<file path="src/rtl/classifier_cfg_ctrl_pkg.sv">
// Shared definitions for the classifier configuration controller: event codes,
// host address map, CTRL bits, reset defaults, FSM states and the config check.
package classifier_cfg_ctrl_pkg;

  localparam logic [1:0] EVENT_C = 2'b00;
  localparam logic [1:0] EVENT_B = 2'b01;
  localparam logic [1:0] EVENT_A = 2'b10;

  localparam logic [2:0] ADDR_A_THR  = 3'd0;
  localparam logic [2:0] ADDR_B_THR  = 3'd1;
  localparam logic [2:0] ADDR_TMO_LO = 3'd2;
  localparam logic [2:0] ADDR_TMO_HI = 3'd3;
  localparam logic [2:0] ADDR_CTRL   = 3'd4;

  localparam int CTRL_COMMIT = 0;
  localparam int CTRL_REVERT = 1;

  localparam logic [7:0]  RST_A_THRESH = 8'd5;
  localparam logic [7:0]  RST_B_THRESH = 8'd1;
  localparam logic [15:0] RST_TIMEOUT  = 16'd10000;

  typedef enum logic [2:0] {
    ST_IDLE,
    ST_STAGED,
    ST_CHECK,
    ST_WAIT_QUIET,
    ST_APPLY
  } cfg_state_e;

  typedef struct packed {
    logic [7:0]  a_thr;
    logic [7:0]  b_thr;
    logic [15:0] tmo;
  } cfg_regs_t;

  // B must be a nonzero threshold strictly below A, and the timeout nonzero.
  function automatic logic cfg_is_valid(input cfg_regs_t r);
    return (r.b_thr != 8'd0) && (r.b_thr < r.a_thr) && (r.tmo != 16'd0);
  endfunction

endpackage

</file>
<file path="src/rtl/classifier_cfg_ctrl_quiet_timer.sv">
// Quiet/wait counters for the commit window: counts consecutive EVENT_C cycles
// and total cycles spent waiting, both saturating.
module cfg_quiet_timer
  import classifier_cfg_ctrl_pkg::*;
#(
  parameter int QUIET_CYCLES = 4,
  parameter int COMMIT_MAX   = 40000
) (
  input  logic       clk_i,
  input  logic       reset_i,
  input  logic       clear_i,
  input  logic       run_i,
  input  logic [1:0] event_i,
  output logic       quiet_done_o,
  output logic       timeout_done_o
);

  localparam int CNT_W = $clog2(COMMIT_MAX + 1);
  localparam logic [CNT_W-1:0] CNT_MAX    = '1;
  localparam logic [CNT_W-1:0] QUIET_LAST = CNT_W'(QUIET_CYCLES - 1);
  localparam logic [CNT_W-1:0] WAIT_LAST  = CNT_W'(COMMIT_MAX - 1);

  logic [CNT_W-1:0] quiet_cnt_q, quiet_cnt_d;
  logic [CNT_W-1:0] wait_cnt_q, wait_cnt_d;
  logic             is_quiet;

  function automatic logic [CNT_W-1:0] sat_inc(input logic [CNT_W-1:0] v);
    return (v == CNT_MAX) ? v : v + CNT_W'(1);
  endfunction

  assign is_quiet = (event_i == EVENT_C);

  // Done fires in the cycle that completes the run, so the FSM leaves on that edge.
  assign quiet_done_o   = run_i && is_quiet && (quiet_cnt_q >= QUIET_LAST);
  assign timeout_done_o = run_i && (wait_cnt_q >= WAIT_LAST);

  always_comb begin
    quiet_cnt_d = quiet_cnt_q;
    wait_cnt_d  = wait_cnt_q;
    if (clear_i) begin
      quiet_cnt_d = '0;
      wait_cnt_d  = '0;
    end else if (run_i) begin
      quiet_cnt_d = is_quiet ? sat_inc(quiet_cnt_q) : '0;
      wait_cnt_d  = sat_inc(wait_cnt_q);
    end
  end

  always_ff @(posedge clk_i) begin
    if (reset_i) begin
      quiet_cnt_q <= '0;
      wait_cnt_q  <= '0;
    end else begin
      quiet_cnt_q <= quiet_cnt_d;
      wait_cnt_q  <= wait_cnt_d;
    end
  end

endmodule

</file>
<file path="src/rtl/classifier_cfg_ctrl.sv">
// Host-facing config controller: stages byte writes in shadow registers and
// commits them atomically to the classifier only during a quiet EVENT_C window.
module classifier_cfg_ctrl
  import classifier_cfg_ctrl_pkg::*;
#(
  parameter logic [7:0]  DEF_A_THRESH = RST_A_THRESH,
  parameter logic [7:0]  DEF_B_THRESH = RST_B_THRESH,
  parameter logic [15:0] DEF_TIMEOUT  = RST_TIMEOUT,
  parameter int          QUIET_CYCLES = 4,
  parameter int          COMMIT_MAX   = 40000
) (
  input  logic        clk,
  input  logic        reset,
  input  logic        cfg_valid,
  output logic        cfg_ready,
  input  logic [2:0]  cfg_addr,
  input  logic [7:0]  cfg_data,
  input  logic        commit_req,
  input  logic [1:0]  event_in,
  output logic [7:0]  class_a_thresh_out,
  output logic [7:0]  class_b_thresh_out,
  output logic [15:0] timeout_period_out,
  output logic        cfg_pending,
  output logic        commit_ack,
  output logic        commit_forced,
  output logic        cfg_error
);

  localparam cfg_regs_t DEF_REGS = {DEF_A_THRESH, DEF_B_THRESH, DEF_TIMEOUT};

  cfg_state_e state_q, state_d;
  cfg_regs_t  shadow_q, shadow_d;
  cfg_regs_t  active_q, active_d;
  logic       pending_q, pending_d;
  logic       ack_q, ack_d;
  logic       forced_q, forced_d;
  logic       err_q, err_d;

  logic accept, wr_ctrl, revert, commit;
  logic quiet_done, timeout_done;

  assign cfg_ready = (state_q == ST_IDLE) || (state_q == ST_STAGED);
  assign accept    = cfg_valid && cfg_ready;
  assign wr_ctrl   = accept && (cfg_addr == ADDR_CTRL);
  assign revert    = wr_ctrl && cfg_data[CTRL_REVERT];
  assign commit    = (cfg_ready && commit_req) || (wr_ctrl && cfg_data[CTRL_COMMIT]);

  cfg_quiet_timer #(
    .QUIET_CYCLES (QUIET_CYCLES),
    .COMMIT_MAX   (COMMIT_MAX)
  ) u_quiet_timer (
    .clk_i          (clk),
    .reset_i        (reset),
    .clear_i        (state_q == ST_CHECK),
    .run_i          (state_q == ST_WAIT_QUIET),
    .event_i        (event_in),
    .quiet_done_o   (quiet_done),
    .timeout_done_o (timeout_done)
  );

  always_comb begin
    state_d  = state_q;
    shadow_d = shadow_q;
    active_d = active_q;
    ack_d    = 1'b0;
    forced_d = forced_q;
    err_d    = err_q;

    if (accept) begin
      case (cfg_addr)
        ADDR_A_THR: begin
          shadow_d.a_thr = cfg_data;
          state_d        = ST_STAGED;
          err_d          = 1'b0;
        end
        ADDR_B_THR: begin
          shadow_d.b_thr = cfg_data;
          state_d        = ST_STAGED;
          err_d          = 1'b0;
        end
        ADDR_TMO_LO: begin
          shadow_d.tmo[7:0] = cfg_data;
          state_d           = ST_STAGED;
          err_d             = 1'b0;
        end
        ADDR_TMO_HI: begin
          shadow_d.tmo[15:8] = cfg_data;
          state_d            = ST_STAGED;
          err_d              = 1'b0;
        end
        ADDR_CTRL: ;
        default: err_d = 1'b1;
      endcase
    end

    // Revert beats a simultaneous commit from either source.
    if (revert) begin
      shadow_d = active_q;
      state_d  = ST_IDLE;
    end else if (commit) begin
      state_d = ST_CHECK;
    end

    case (state_q)
      ST_CHECK: begin
        if (cfg_is_valid(shadow_q)) begin
          state_d = ST_WAIT_QUIET;
        end else begin
          state_d = ST_STAGED;
          err_d   = 1'b1;
        end
      end
      ST_WAIT_QUIET: begin
        if (quiet_done) begin
          state_d  = ST_APPLY;
          forced_d = 1'b0;
        end else if (timeout_done) begin
          state_d  = ST_APPLY;
          forced_d = 1'b1;
        end
      end
      ST_APPLY: begin
        active_d = shadow_q;
        state_d  = ST_IDLE;
        ack_d    = 1'b1;
      end
      default: ;
    endcase

    pending_d = (shadow_d != active_d);
  end

  always_ff @(posedge clk) begin
    if (reset) begin
      state_q   <= ST_IDLE;
      shadow_q  <= DEF_REGS;
      active_q  <= DEF_REGS;
      pending_q <= 1'b0;
      ack_q     <= 1'b0;
      forced_q  <= 1'b0;
      err_q     <= 1'b0;
    end else begin
      state_q   <= state_d;
      shadow_q  <= shadow_d;
      active_q  <= active_d;
      pending_q <= pending_d;
      ack_q     <= ack_d;
      forced_q  <= forced_d;
      err_q     <= err_d;
    end
  end

  assign class_a_thresh_out = active_q.a_thr;
  assign class_b_thresh_out = active_q.b_thr;
  assign timeout_period_out = active_q.tmo;
  assign cfg_pending        = pending_q;
  assign commit_ack         = ack_q;
  assign commit_forced      = forced_q;
  assign cfg_error          = err_q;

endmodule

</file>
<file path="config.mk">
export PLATFORM = sky130hd
export DESIGN_NAME = classifier_cfg_ctrl
export DESIGN_NICKNAME = d
export VERILOG_FILES = /design/src/rtl/classifier_cfg_ctrl_pkg.sv /design/src/rtl/classifier_cfg_ctrl_quiet_timer.sv /design/src/rtl/classifier_cfg_ctrl.sv
export SDC_FILE = /design/constraint.sdc
export NUM_CORES = 1
export LEC_CHECK = 0
export BUFFER_PORTS_ARGS = -buffer_cell sky130_fd_sc_hd__buf_2
export CORE_MARGIN = 3
export CORE_UTILIZATION = 55
export DETAILED_ROUTE_END_ITERATION = 6
export GPL_ROUTABILITY_DRIVEN = 0
export GPL_TIMING_DRIVEN = 0
export PLACE_DENSITY_LB_ADDON = 0.08
export SYNTH_ARGS = -nofsm -noshare
export SYNTH_HDL_FRONTEND = slang
export SYNTH_SLANG_ARGS = --single-unit
export TNS_END_PERCENT = 5
</file>
<file path="constraint.sdc">
create_clock -name clk -period 6 [get_ports clk]
set_input_delay 0.6 -clock clk [delete_from_list [all_inputs] [get_ports clk]]
set_output_delay 0.6 -clock clk [all_outputs]
set_load 0.005 [all_outputs]
</file>
==> run summary <==
status = completed
area of the multi-input gates = 3570 um^2
type of origin of the critical path = register
Setup Buffers After CTS = 0
Total Nets Final = 877
Antenna Nets Post-Route = 0
CP Capture Type = register
# DRC = 0
CP startpoint = state_q[1]
Min-Delay Startpoint = commit_forced
first-pass iteration count of the detailed router = 6
Peak supply drop = 0.189 mV
fin crit period = 3.04 ns
Critical R2R Capture = cfg_pending
largest net degree at the start of global routing = 19
top cells by count, synth = nand2_1, dfxtp_1, nor2_1, a21oi_1, o21ai_0
Main synth FF type = dfxtp_1
crit-path max FO = 10
HPWL Detailed = 13500 um
Critical Path End = cfg_pending
Filler Cell Count = 999
Syn-to-layout area delta = 10.1%
# IOs = 54
clk sinks = 103
post-CTS sizing = 0
share of the synthesized area in the top cell type = 34.7%
post-synthesis xor/xnor area fraction = 5.90%
layout cells sized above 1 = 10.4%
CTS Buf Count = 9
Required @ worst endpoint = 6.24 ns
multiplexer share of the synthesized area = 1.69%
Max-Cap Viols = 0
Compound-Gate Fraction of Synth Area = 21.3%
Slew @ Worst Pin = 0.719 ns
vias in the first global route = 5868
Hold WS = 0.477 ns
final WL = 18300 um
# diodes = 0
clk_lat worst skew = 0.39 ns
FF+latch count, synth = 103
DR WL/cell = 18.4 um
port bufs = 49
post-synthesis sequential area ratio = 34.7%
overall die width = 110 um
Reg clk slew, reported paths = 0.11 ns
TNS Setup = 0 ns
YS warnings = 0
clk root buf = clkbuf_8
Post-synth EDFFs = 0
post-synthesis instance area = 5940 um^2
Hold Crit Class = reg2reg
Final Hold Viols = 0
core area = 10400 um^2
Net Count, Synth = 817
max-slew violation count = 0
TritonCTS clock tree = built
# rows = 37
# setup viols final = 0
Synth Area in Adders = 1.90%
area leader, netlist = dfxtp_1
final clock skew = 0.0164 ns
DR vias/cell = 6.21
Avg Cell Area, Syn = 7.51 um^2
reg-to-reg slack, setup = 2.96 ns
Global Route Usage Sum = 31.0%
Synth Area in Simple Gates = 29.3%
period utilization = 50.7%
Slew Limit Headroom = 51.9%
Vias = 6156
count of cell types in the netlist = 67
WS Path Type = reg2reg
cells on worst reg2reg path = 9
worst r2r src = state_q[1]
FF/Latch Area = 2060 um^2
Synth async-reset ratio = 0%
DIE AREA = 12100 um^2
WP data arrival = 3.28 ns
power per standard cell area = 205 nW/um^2
DP Area = 6350 um^2
Initial Utilization = 57.0%
Area contributors post-synth = dfxtp_1, nand2_1, nor2_1, a21oi_1, o21ai_0
Die H = 110 um
CTS max path bufs = 2
grt total ovfl = 0
total power = 1340 uW
initial antenna violation count = 0
Mapped Cells = 791
Leak = 0.00247 uW
most common cell in the netlist = nand2_1
Max Freq = 329 MHz
design area = 6540 um^2
largest family of logic cells by synthesized area = simple AND/OR/NAND/NOR gates
first-pass GRT wire length = 29100 um
H-tree Lvls = 3
hold buffers post-CTS = 0
Iter 0 DRT Violations = 554
RSZ-0062 raised after global routing = no
-- report_power, final --
group	internal, uW	total, uW	switching, uW	leakage (uW)
Combinational	74.5	199	124	0.00154
Sequential	698	716	17.6	0.000833
Clock	168	424	257	0.0000976
-- worst min-delay path by stage --
| stage | endpoint | cells past startpoint |
|---|---|---|
| floorplan | class_a_thresh_out[3] | 2 |
| global placement | commit_forced | 2 |
| detailed placement | commit_forced | 2 |
| CTS | commit_forced | 2 |
| global route | class_a_thresh_out[6] | 2 |
| finish | commit_forced | 2 |
-- metrics by stage --
step	util (%)	worst slack, ns	cells
6_report	62.8	2.96	992
5_1_grt	62.8	2.85	992
4_1_cts	62.8	3.12	992
3_5_place_dp	61.0	2.81	976
3_3_place_gp	61.0	2.86	976
2_1_floorplan	-	3.49	791
-- cell type report --
type	instances	share of cell area (%)
Clock buffer	10	2.10
Tap cell	136	2.60
Buffer	44	3.12
Clock inverter	6	0.746
Multi-Input combinational cell	616	54.5
Sequential cell	103	31.5
Timing Repair Buffer	49	3.75
Inverter	28	1.61
-- sequential cells by signal, indices dropped and copies added (netlist names) --
name	cells
cfg_error	1
cfg_pending	1
class_a_thresh_out	8
class_b_thresh_out	8
commit_ack	1
commit_forced	1
shadow_q	32
state_q	3
timeout_period_out	16
u_quiet_timer.quiet_cnt_q	16
u_quiet_timer.wait_cnt_q	16
-- cell families (layout without fill, tap and decap cells) --
kind of cell | Yosys count | count (layout)
simple gates | 366 | 366
compound gates | 191 | 191
flops | 103 | 103
buf+inv | 72 | 137
xor+xnor | 40 | 40
mux | 10 | 10
fa+ha+maj | 9 | 9
-- per-layer routing --
metal	vias to the layer above	track usage [%]	routed length [um]
met5	-	0	0
met4	0	19.2	991
met3	73	6.17	1560
met2	302	50.6	8400
met1	2876	37.3	7350
li1	2905	-	-
-- placed cells by master (no fill, tap or decap), types with 5 or more instances in the layout --
| cell | count |
|---|---|
| a311oi_1 | 15 |
| a211o_1 | 7 |
| mux2i_1 | 10 |
| inv_1 | 28 |
| a211oi_1 | 15 |
| clkbuf_1 | 29 |
| and3_1 | 7 |
| a31oi_1 | 9 |
| nand4_1 | 12 |
| nor2b_1 | 16 |
| ha_1 | 9 |
| nor4_1 | 13 |
| nand2b_1 | 18 |
| nand3b_1 | 6 |
| nor3b_1 | 6 |
| dfxtp_1 | 103 |
| or3_1 | 12 |
| nand2_1 | 139 |
| nor3_1 | 10 |
| xnor2_1 | 19 |
| nor2_1 | 91 |
| clkbuf_8 | 10 |
| buf_1 | 6 |
| o21ai_0 | 37 |
| buf_2 | 53 |
| a21oi_1 | 61 |
| nand3_1 | 17 |
| o22ai_1 | 5 |
| xor2_1 | 21 |
-- critical path, cell delays in order (launching register included) --
cell and delay, ns:
dfxtp_1 0.32, buf_6 0.13, nor4b_4 0.57, nand3_1 0.39
clkbuf_1 0.37, o21ai_0 0.28, a2bb2oi_1 0.31, nand4_1 0.19
o21ai_1 0.16, a41oi_1 0.15
No activity file was read; power rests on OpenSTA's default activity.
